## config.mk

```make
export PLATFORM = sky130hd
export DESIGN_NAME = datapath_arbiter_flat
export DESIGN_NICKNAME = d
export VERILOG_FILES = /design/src/rtl/arb_pkg.sv /design/src/rtl/datapath_arbiter_if.sv /design/src/rtl/datapath_arbiter_rr_pick.sv /design/src/rtl/datapath_arbiter.sv /design/src/flat_wrapper.sv
export SDC_FILE = /design/constraint.sdc
export NUM_CORES = 1
export LEC_CHECK = 0
export ABC_AREA = 1
export CORE_AREA = 3 3 83 85
export DETAILED_ROUTE_END_ITERATION = 10
export DIE_AREA = 0 0 86 88
export MAX_ROUTING_LAYER = met4
export PLACE_DENSITY = 0.8
export SLEW_MARGIN = 20
export SYNTH_ARGS = -nofsm -noshare
export SYNTH_HDL_FRONTEND = slang
export SYNTH_SLANG_ARGS = --single-unit
```

## constraint.sdc

```tcl
create_clock -name clk -period 2.3 [get_ports clk]
set_input_delay 0.345 -clock clk [delete_from_list [all_inputs] [get_ports clk]]
set_output_delay 0.345 -clock clk [all_outputs]
set_load 0.01 [all_outputs]
```

## src/rtl/arb_pkg.sv

```systemverilog
// Shared definitions for the datapath arbiter slice.
// Contents: FSM state encoding and default sizing constants used by
// the interface, the round-robin picker and the arbiter top.
package arb_pkg;

  localparam int unsigned DEF_NREQ    = 4;
  localparam int unsigned DEF_WIDTH   = 8;
  localparam int unsigned DEF_TIMEOUT = 32;

  typedef enum logic [1:0] {
    IDLE  = 2'd0,
    ISSUE = 2'd1,
    WAIT  = 2'd2,
    RESP  = 2'd3
  } arb_state_e;

endpackage

```

## src/rtl/datapath_arbiter_if.sv

```systemverilog
// Bundle of requester-side and datapath-side signals of the arbiter.
// master: arbiter view (drives done/result/err/busy and dp_start/dp_a/dp_b)
// slave : environment view (drives req/req_a/req_b and dp_valid/dp_result)
interface datapath_arbiter_if
  import arb_pkg::*;
#(
  parameter int unsigned NREQ  = DEF_NREQ,
  parameter int unsigned WIDTH = DEF_WIDTH
);

  logic [NREQ-1:0]       req;
  logic [NREQ*WIDTH-1:0] req_a;
  logic [NREQ*WIDTH-1:0] req_b;
  logic [NREQ-1:0]       done;
  logic [WIDTH-1:0]      result;
  logic                  err;
  logic                  busy;
  logic                  dp_start;
  logic [WIDTH-1:0]      dp_a;
  logic [WIDTH-1:0]      dp_b;
  logic                  dp_valid;
  logic [WIDTH-1:0]      dp_result;

  modport master (
    input  req, req_a, req_b, dp_valid, dp_result,
    output done, result, err, busy, dp_start, dp_a, dp_b
  );

  modport slave (
    output req, req_a, req_b, dp_valid, dp_result,
    input  done, result, err, busy, dp_start, dp_a, dp_b
  );

endinterface

```

## src/rtl/datapath_arbiter_rr_pick.sv

```systemverilog
// Combinational round-robin picker.
// Ports: req  - request vector
//        last - index of the most recent grant
//        any  - at least one request is pending
//        idx  - first requester with req set, searching last+1, last+2, ...
module rr_pick #(
  parameter int unsigned NREQ = 4,
  parameter int unsigned LW   = (NREQ > 1) ? $clog2(NREQ) : 1
) (
  input  logic [NREQ-1:0] req,
  input  logic [LW-1:0]   last,
  output logic            any,
  output logic [LW-1:0]   idx
);

  int unsigned cand;

  // Walk the ring starting just after the last winner; first hit wins.
  always_comb begin
    any  = 1'b0;
    idx  = '0;
    cand = 0;
    for (int unsigned k = 1; k <= NREQ; k++) begin
      cand = (32'(last) + k) % NREQ;
      if (!any && req[LW'(cand)]) begin
        any = 1'b1;
        idx = LW'(cand);
      end
    end
  end

endmodule

```

## src/rtl/datapath_arbiter.sv

```systemverilog
// Shares one iterative datapath among NREQ requesters.
// Round-robin grant, operand latch, dp_start pulse, wait for dp_valid or
// watchdog timeout, then a one-cycle done pulse to the winner.
// Ports: clk, reset (sync, active-low), bus (datapath_arbiter_if.master).
module datapath_arbiter
  import arb_pkg::*;
#(
  parameter int unsigned NREQ    = DEF_NREQ,
  parameter int unsigned WIDTH   = DEF_WIDTH,
  parameter int unsigned TIMEOUT = DEF_TIMEOUT
) (
  input  logic                clk,
  input  logic                reset,
  datapath_arbiter_if.master  bus
);

  localparam int unsigned LW = (NREQ > 1) ? $clog2(NREQ) : 1;
  localparam int unsigned CW = $clog2(TIMEOUT);

  arb_state_e        state, state_d;
  logic [LW-1:0]     gidx, gidx_d;
  logic [LW-1:0]     last, last_d;
  logic [CW-1:0]     cnt, cnt_d;
  logic [NREQ-1:0]   done_q, done_d;
  logic [WIDTH-1:0]  result_q, result_d;
  logic              err_q, err_d;
  logic              busy_q, busy_d;
  logic              start_q, start_d;
  logic [WIDTH-1:0]  dpa_q, dpa_d;
  logic [WIDTH-1:0]  dpb_q, dpb_d;

  logic              pick_any;
  logic [LW-1:0]     pick_idx;
  logic [WIDTH-1:0]  opa [NREQ];
  logic [WIDTH-1:0]  opb [NREQ];

  // Unpack the flat operand buses into per-requester lanes.
  for (genvar i = 0; i < NREQ; i++) begin : g_ops
    assign opa[i] = bus.req_a[i*WIDTH +: WIDTH];
    assign opb[i] = bus.req_b[i*WIDTH +: WIDTH];
  end

  rr_pick #(.NREQ(NREQ), .LW(LW)) u_pick (
    .req  (bus.req),
    .last (last),
    .any  (pick_any),
    .idx  (pick_idx)
  );

  // State and output registers.
  always_ff @(posedge clk) begin
    if (!reset) begin
      state    <= IDLE;
      gidx     <= '0;
      last     <= LW'(NREQ - 1);
      cnt      <= '0;
      done_q   <= '0;
      result_q <= '0;
      err_q    <= 1'b0;
      busy_q   <= 1'b0;
      start_q  <= 1'b0;
      dpa_q    <= '0;
      dpb_q    <= '0;
    end else begin
      state    <= state_d;
      gidx     <= gidx_d;
      last     <= last_d;
      cnt      <= cnt_d;
      done_q   <= done_d;
      result_q <= result_d;
      err_q    <= err_d;
      busy_q   <= busy_d;
      start_q  <= start_d;
      dpa_q    <= dpa_d;
      dpb_q    <= dpb_d;
    end
  end

  // Next-state logic; outputs are computed one cycle ahead so that the
  // registered value lines up with the state it belongs to.
  always_comb begin
    state_d  = state;
    gidx_d   = gidx;
    last_d   = last;
    cnt_d    = cnt;
    done_d   = '0;
    result_d = result_q;
    err_d    = err_q;
    start_d  = 1'b0;
    dpa_d    = dpa_q;
    dpb_d    = dpb_q;

    unique case (state)
      IDLE: begin
        if (pick_any) begin
          gidx_d  = pick_idx;
          dpa_d   = opa[pick_idx];
          dpb_d   = opb[pick_idx];
          start_d = 1'b1;
          state_d = ISSUE;
        end
      end
      ISSUE: begin
        cnt_d   = '0;
        state_d = WAIT;
      end
      WAIT: begin
        // dp_valid wins over a timeout landing on the same cycle.
        if (bus.dp_valid) begin
          result_d     = bus.dp_result;
          err_d        = 1'b0;
          done_d[gidx] = 1'b1;
          state_d      = RESP;
        end else if (cnt == CW'(TIMEOUT - 1)) begin
          result_d     = '0;
          err_d        = 1'b1;
          done_d[gidx] = 1'b1;
          state_d      = RESP;
        end else begin
          cnt_d = cnt + CW'(1);
        end
      end
      RESP: begin
        last_d  = gidx;
        state_d = IDLE;
      end
      default: state_d = IDLE;
    endcase

    busy_d = (state_d != IDLE);
  end

  assign bus.done     = done_q;
  assign bus.result   = result_q;
  assign bus.err      = err_q;
  assign bus.busy     = busy_q;
  assign bus.dp_start = start_q;
  assign bus.dp_a     = dpa_q;
  assign bus.dp_b     = dpb_q;

endmodule

```

## src/flat_wrapper.sv

```systemverilog
// flat-port wrapper written by rule: the top's interface ports become plain ports
module datapath_arbiter_flat import arb_pkg::*;
#(
  parameter int unsigned NREQ    = DEF_NREQ,
  parameter int unsigned WIDTH   = DEF_WIDTH,
  parameter int unsigned TIMEOUT = DEF_TIMEOUT
)
  (clk, reset, bus_req, bus_req_a, bus_req_b, bus_dp_valid, bus_dp_result, bus_done, bus_result, bus_err, bus_busy, bus_dp_start, bus_dp_a, bus_dp_b);
  datapath_arbiter_if #(.NREQ(NREQ), .WIDTH(WIDTH)) bus_i ();
  input  logic clk;
  input  logic reset;
  input wire logic [$bits(bus_i.req)-1:0] bus_req;
  input wire logic [$bits(bus_i.req_a)-1:0] bus_req_a;
  input wire logic [$bits(bus_i.req_b)-1:0] bus_req_b;
  input wire logic [$bits(bus_i.dp_valid)-1:0] bus_dp_valid;
  input wire logic [$bits(bus_i.dp_result)-1:0] bus_dp_result;
  output wire logic [$bits(bus_i.done)-1:0] bus_done;
  output wire logic [$bits(bus_i.result)-1:0] bus_result;
  output wire logic [$bits(bus_i.err)-1:0] bus_err;
  output wire logic [$bits(bus_i.busy)-1:0] bus_busy;
  output wire logic [$bits(bus_i.dp_start)-1:0] bus_dp_start;
  output wire logic [$bits(bus_i.dp_a)-1:0] bus_dp_a;
  output wire logic [$bits(bus_i.dp_b)-1:0] bus_dp_b;
  assign bus_i.req = bus_req;
  assign bus_i.req_a = bus_req_a;
  assign bus_i.req_b = bus_req_b;
  assign bus_i.dp_valid = bus_dp_valid;
  assign bus_i.dp_result = bus_dp_result;
  assign bus_done = bus_i.done;
  assign bus_result = bus_i.result;
  assign bus_err = bus_i.err;
  assign bus_busy = bus_i.busy;
  assign bus_dp_start = bus_i.dp_start;
  assign bus_dp_a = bus_i.dp_a;
  assign bus_dp_b = bus_i.dp_b;
  datapath_arbiter #(.NREQ(NREQ), .WIDTH(WIDTH), .TIMEOUT(TIMEOUT)) u_core (.clk(clk), .reset(reset), .bus(bus_i));
endmodule
```

==> results of run 1 <==
## logic make-up (layout without fill, tap and decap cells)
| kind of cell | after synthesis | count (layout) |
|---|---|---|
| AOI/OAI and AO/OA | 28 | 28 |
| buffers and inverters | 93 | 201 |
| DFF | 42 | 42 |
| adders and majority gates | 7 | 7 |
| and+or+nand+nor | 260 | 260 |
## cell type report
type                            instances  area (µm²)
Multi-Input combinational cell        295        1380
Clock buffer                            8       110.1
Fill cell                             587        2379
Inverter                               76       295.3
Sequential cell                        42       840.8
Tap cell                               77       96.34
Timing Repair Buffer                  117        1176
## cells in the final DEF, fill, tap and decap left out, types with 7 or more instances in the layout
cell and n:
nand2_1 133, clkdlybuf4s50_1 109, inv_1 72, nand3_1 63
dfxtp_1 42, nor2_1 35, a21oi_1 16, nand2_2 15
clkbuf_8 8, o21ai_0 7, ha_1 7
## metal layers
metal / part of all wire, % / up-vias
li1: - / 1533
met4: 0.66 / 0
met1: 42 / 1320
met5: 0 / -
met3: 4.5 / 4
met2: 53 / 71
## registers in the layout, indices dropped and copies added, names as in the netlist
name                 count
u_core.cnt               5
u_core.bus.err           1
u_core.state             2
u_core.bus.busy          1
u_core.bus.done          4
u_core.last              2
u_core.gidx              2
u_core.bus.dp_start      1
u_core.bus.dp_b          8
u_core.bus.dp_a          8
u_core.bus.result        8
## worst max-delay path: cells and delay by family (launching register included)
family | cells | cell delay, ns
simple gates | 6 | 0.77
fa+ha+maj | 2 | 0.41
flops | 1 | 0.38
buf+inv | 3 | 0.23
compound gates | 1 | 0.19
## path summary, 6_finish.rpt
| check | from | end | slack [ns] | cells past startpoint |
|---|---|---|---|---|
| hold / removal | u_core.bus.result[3]$_SDFFE_PN0P_ | u_core.bus.result[3]$_SDFFE_PN0P_ | 0.47 | 2 |
| setup reg to reg | u_core.cnt[0]$_SDFFE_PN0P_ | u_core.cnt[3]$_SDFFE_PN0P_ | 0.26 | 12 |
| hold reg to reg | u_core.bus.result[3]$_SDFFE_PN0P_ | u_core.bus.result[3]$_SDFFE_PN0P_ | 0.47 | 2 |
| setup / recovery | u_core.cnt[0]$_SDFFE_PN0P_ | u_core.cnt[3]$_SDFFE_PN0P_ | 0.26 | 12 |
## power breakdown
group,total (W),internal [W],switching [W]
registers,0.00106,0.000925,0.000131
logic,0.00235,0.00101,0.00134
clock network,0.000546,0.000303,0.000243
total,0.00395,0.00224,0.00171
## through the flow
stage	setup slack (ns)	hold WS, ns	power, W	area (µm²)
6_report	0.2574	0.4692	0.003951	3899
5_1_grt	0.001923	0.4991	0.004308	3899
4_1_cts	0.1280	0.4638	0.003960	3895
3_5_place_dp	0.09319	0.4519	0.003400	3785
3_3_place_gp	0.1329	0.4484	0.003341	3785
2_1_floorplan	0.3552	0.4449	0.002647	2636
## what timing repair did
item / 4_1_cts / 5_1_grt
gates resized for setup: 0 / 2
hold buffers: 0 / 0
setup endpoints to repair: 0 / 3
==> flow_metrics.env, run 1 <==
export IMPL_top_usage_layer="met2"
export IMPL_cts_root_buf="clkbuf_8"
export IMPL_drt_wirelength_per_cell_um=11.78
export IMPL_clk_pin_slew_worst_paths_ns=0.08
export IMPL_synth_top_family_by_area="simple AND/OR/NAND/NOR gates"
export IMPL_htree_levels=2
export IMPL_syn_nets=516
export IMPL_start_util_pct=42.00
export IMPL_fmax_mhz=489.6
export IMPL_setup_violations=0
export IMPL_cts_buffers=5
export IMPL_ant_nets=0
export IMPL_cts_sinks=42
export IMPL_synth_fa_ha_area_share_pct=3.322
export IMPL_ys_top_cells_by_count="133 x nand2_1, 72 x inv_1, 63 x nand3_1"
export IMPL_yosysMostFrequentCell="nand2_1"
export IMPL_grt_total_usage_pct=19.55
export IMPL_clock_path_buffers=2
export IMPL_leakagePower_nw=1.931
export IMPL_grt_max_degree=26
export IMPL_die_h_um=88
export IMPL_synth_edff_count=0
export IMPL_grt_pass1_vias=2700
export IMPL_rsz0062_at_grt="false"
export IMPL_period_minus_slack_ns=2.043
export IMPL_yosysTopAreaCellShare_pct=31.89
export IMPL_cts_setup_buffers=0
export IMPL_final_nets=623
export IMPL_crit_type="register to register"
export IMPL_grt_overflow=0
export IMPL_utilization_pct=62.11
export IMPL_layout_drive_gt1_share_pct=7.621
export IMPL_worstPathArrival_ns=2.26
export IMPL_finalMaxSlewViolations=0
export IMPL_cp_slowest_stage_delay_ns=0.38
export IMPL_syn_area_um2=2636
export IMPL_grt_met3_usage_pct=3.481
export IMPL_syn_to_final_growth_pct=47.89
export IMPL_grt_pass1_wl_um=11660
export IMPL_gp_congestion=0.8993
export IMPL_dp_hpwl_um=5677
export IMPL_timing_final_crit_share_pct=88.81
export IMPL_cp_required_ns=2.52
export IMPL_drv_cap=0
export IMPL_clk_latency_ns=0.29
export IMPL_drt_total_wl_um=7244
export IMPL_power_density_nw_per_um2=1013
export IMPL_slew_headroom_pct=47.73
export IMPL_ys_flop_type="dfxtp_1"
export IMPL_synth_largest_area_cell="dfxtp_1"
export IMPL_die_w_um=86
export IMPL_synth_area_leaders="dfxtp_1 32%, nand2_1 19%, nand3_1 12%, inv_1 10%, nor2_1 5.0%"
export IMPL_worstSetupStartpointType="register"
export IMPL_core_area_um2=6277
export IMPL_async_flop_share_pct=0
export IMPL_final_hold_viol_count=0
export IMPL_drt_iter0_drc=151
export IMPL_post_synth_num_cell_types=29
export IMPL_rows=29
export IMPL_synthXorXnorAreaFrac_pct=0
export IMPL_finalSetupTns_ns=0
export IMPL_ioPinCount=110
export IMPL_die_area_um2=7568
export IMPL_finalClockSkew_ns=0.004058
export IMPL_via_per_inst=4.761
export IMPL_synthCells=430
export IMPL_yosys_warnings=0
export IMPL_dr_pass1_iters=4
export IMPL_worstHoldPathType="register to register"
export IMPL_synth_compound_area_share_pct=5.743
export IMPL_met2_usage_pct=35.25
export IMPL_crit_path_cell_trace="ha_1 > inv_1 > nor3_1 > ha_1 > nor2_1 > inv_1 > nand2_1 > o21ai_2 > inv_1 > nand2_1 > nor2_1 > nor3_1"
export IMPL_synth_seq_cells=42
export IMPL_portBuffers=109
export IMPL_synth_avg_cell_area_um2=6.131
export IMPL_diodes=0
export IMPL_cp_end_kind="register"
export IMPL_fin_cells=615
export IMPL_tightest_slew_ns=0.7832
export IMPL_antenna_found_initial=0
export IMPL_cp_max_fo=9
export IMPL_route_detailed_drc=0
export IMPL_crit_path_top_delay_cell="dfxtp_1"
export IMPL_num_vias=2928
export IMPL_cts_tree="done"
export IMPL_use_met1_pct=22.04
export IMPL_ir_worst_vdd_uv=932.0
export IMPL_dp_cells=607
export IMPL_cp_common_cell="inv_1"
export IMPL_outcome="complete, no violations"
export IMPL_synthMuxAreaShare_pct=0
export IMPL_ys_seq_area_share_pct=31.89
export IMPL_synthSimpleGateAreaFrac_pct=43.14
Power figures use the tool's default switching activity.
==> run 2: changes to the inputs <==
CELL_PAD_IN_SITES_DETAIL_PLACEMENT = 1   (was not set)
CELL_PAD_IN_SITES_GLOBAL_PLACEMENT = 2   (was not set)
CORE_AREA = 3 3 117 119   (was 3 3 83 85)
DIE_AREA = 0 0 120 122   (was 0 0 86 88)
==> flow_metrics.env, run 2 (synthesis results as in run 1) <==
export IMPL_pre_cts_ws_ns=-0.07949
export IMPL_clock_path_buffers=2
export IMPL_ir_worst_vdd_uv=391.1
export IMPL_core_area_um2=12670
export IMPL_outcome="complete, no violations"
export IMPL_grt_max_degree=33
export IMPL_grt_pass1_vias=3189
export IMPL_cp_end_kind="register"
export IMPL_die_area_um2=14640
export IMPL_cts_root_buf="clkbuf_16"
export IMPL_hold_start="u_core.bus.result[3]$_SDFFE_PN0P_"
export IMPL_slew_headroom_pct=67.58
export IMPL_grt_overflow=0
export IMPL_power_density_nw_per_um2=1073
export IMPL_min_to="u_core.bus.result[3]$_SDFFE_PN0P_"
export IMPL_tightest_slew_ns=0.4858
export IMPL_rows=41
export IMPL_layout_common_cells="133 x nand2_1, 109 x clkdlybuf4s50_1, 72 x inv_1, 63 x nand3_1, 40 x dfxtp_1"
export IMPL_drt_total_wl_um=9038
export IMPL_clk_pin_slew_worst_paths_ns=0.06
export IMPL_worst_slack_ns=0.2795
export IMPL_ant_nets=0
export IMPL_route_detailed_drc=0
export IMPL_fin_total_pwr_w=0.004425
export IMPL_cp_slowest_stage_delay_ns=0.51
export IMPL_final_hold_viol_count=0
export IMPL_die_h_um=122
export IMPL_crit_type="input port to register"
export IMPL_cts_tree="done"
export IMPL_drv_cap=0
export IMPL_leakagePower_nw=1.976
export IMPL_reg2regPathDepth=14
export IMPL_cts_sinks=42
export IMPL_htree_levels=2
export IMPL_drt_wirelength_per_cell_um=12.69
export IMPL_layout_drive_gt1_share_pct=8.148
export IMPL_diodes=0
export IMPL_num_vias=2953
export IMPL_dr_pass1_iters=4
export IMPL_r2r_end="u_core.bus.dp_a[2]$_SDFFE_PN0P_"
export IMPL_final_nets=625
export IMPL_clk_latency_ns=0.28
export IMPL_via_per_inst=4.147
export IMPL_worstHoldPathType="register to register"
export IMPL_portBuffers=109
export IMPL_ioPinCount=110
export IMPL_grt_pass1_wl_um=15140
export IMPL_start_util_pct=20.81
export IMPL_gp_congestion=0.8194
export IMPL_cp_max_fo=20
export IMPL_setup_violations=0
export IMPL_die_w_um=120
export IMPL_crit_path_top_delay_cell="clkdlybuf4s50_1"
export IMPL_rr_startpoint="u_core.last[0]$_SDFFE_PN1N_"
export IMPL_syn_to_final_growth_pct=56.43
export IMPL_post_dp_cell_area_um2=3919
export IMPL_rrSetupSlack_ns=0.34
export IMPL_holdWs_ns=0.4616
export IMPL_antenna_found_initial=0
export IMPL_worstSetupStartpointType="input port"
export IMPL_worstPathArrival_ns=2.20
export IMPL_stdcell_area_um2=4124
export IMPL_drt_iter0_drc=151
export IMPL_rsz0062_at_grt="false"
export IMPL_dp_hpwl_um=7288
export IMPL_hold_depth=2
export IMPL_finalMaxSlewViolations=0
export IMPL_fillerInstances=1612
export IMPL_final_common_cell="nand2_1"
export IMPL_crit_path_cell_trace="clkdlybuf4s50_1 > nand2_1 > nand2_1 > nand2_2 > nand2_2 > inv_1 > nand2_1 > nor2_2 > nand2_2 > buf_4 > nand3_1 > nand3_1 > nand3_1 > nand2_1 > inv_1"
export IMPL_grt_total_usage_pct=12.87
export IMPL_fmax_mhz=494.9
export IMPL_finalClockSkew_ns=0.008289
export IMPL_fin_cells=712
export IMPL_cp_common_cell="nand2_1"
export IMPL_crit_path_start="bus_req[0]"
export IMPL_period_minus_slack_ns=2.021
export IMPL_dp_cells=704
export IMPL_cts_buffers=5
export IMPL_cp_required_ns=2.48
export IMPL_timing_final_crit_share_pct=87.85
export IMPL_cts_hold_buffers_added=0
==> run 2: repair_timing <==
item                                    4_1_cts  5_1_grt
endpoints found under the setup margin        0       15
setup buffers                                 0        0
gates resized for setup                       0        3
==> run 2: cell type report <==
class / instances / area (µm²) / area share [%]
Multi-Input combinational cell: 295 / 1385 / 33.59
Clock inverter: 3 / 68.82 / 1.669
Inverter: 76 / 295.3 / 7.160
Clock buffer: 5 / 125.1 / 3.034
Timing Repair Buffer: 119 / 1191 / 28.88
Sequential cell: 42 / 843.3 / 20.45
Tap cell: 172 / 215.2 / 5.218
==> run 2: through the flow <==
stage	utilization, %	setup TNS, ns
finish	32.55	0
global route	32.55	0
CTS	32.46	0
detailed placement	30.93	-0.5429
global placement	30.93	-0.01271
floorplan	-	0
==> run 2: worst max path at each step <==
stage / endpoint / slack (ns) / cells past startpoint
detailed placement: u_core.bus.dp_b[1]$_SDFFE_PN0P_ / -0.08 / 14
global placement: u_core.bus.dp_b[1]$_SDFFE_PN0P_ / -0.01 / 14
CTS: u_core.bus.dp_b[1]$_SDFFE_PN0P_ / 0.15 / 15
floorplan: u_core.cnt[3]$_SDFFE_PN0P_ / 0.36 / 12
finish: u_core.bus.dp_a[2]$_SDFFE_PN0P_ / 0.28 / 15
global route: u_core.bus.dp_a[6]$_SDFFE_PN0P_ / 0.04 / 15
==> run 2: critical path, delay by kind of cell <==
kind | cells | cell delay (ns)
buf+inv | 4 | 0.85
simple gates | 11 | 1.00
==> run 2: power by group <==
part | leakage [nW] | total [W] | switching [W] | internal (W)
clock network | 0.0940 | 0.000927 | 0.000302 | 0.000624
registers | 0.344 | 0.00106 | 0.000133 | 0.000927
logic | 1.54 | 0.00244 | 0.00142 | 0.00102
total | 1.98 | 0.00442 | 0.00186 | 0.00257
==> run 2: layer usage <==
metal  part of all wire [%]  global-route usage, %  vias to the layer above
met1                     44                  15.19                     1363
met5                      0                      -                        -
met4                   0.49                  2.291                        0
li1                       -                      -                     1538
met3                    3.8                  2.321                        2
met2                     51                  23.18                       50
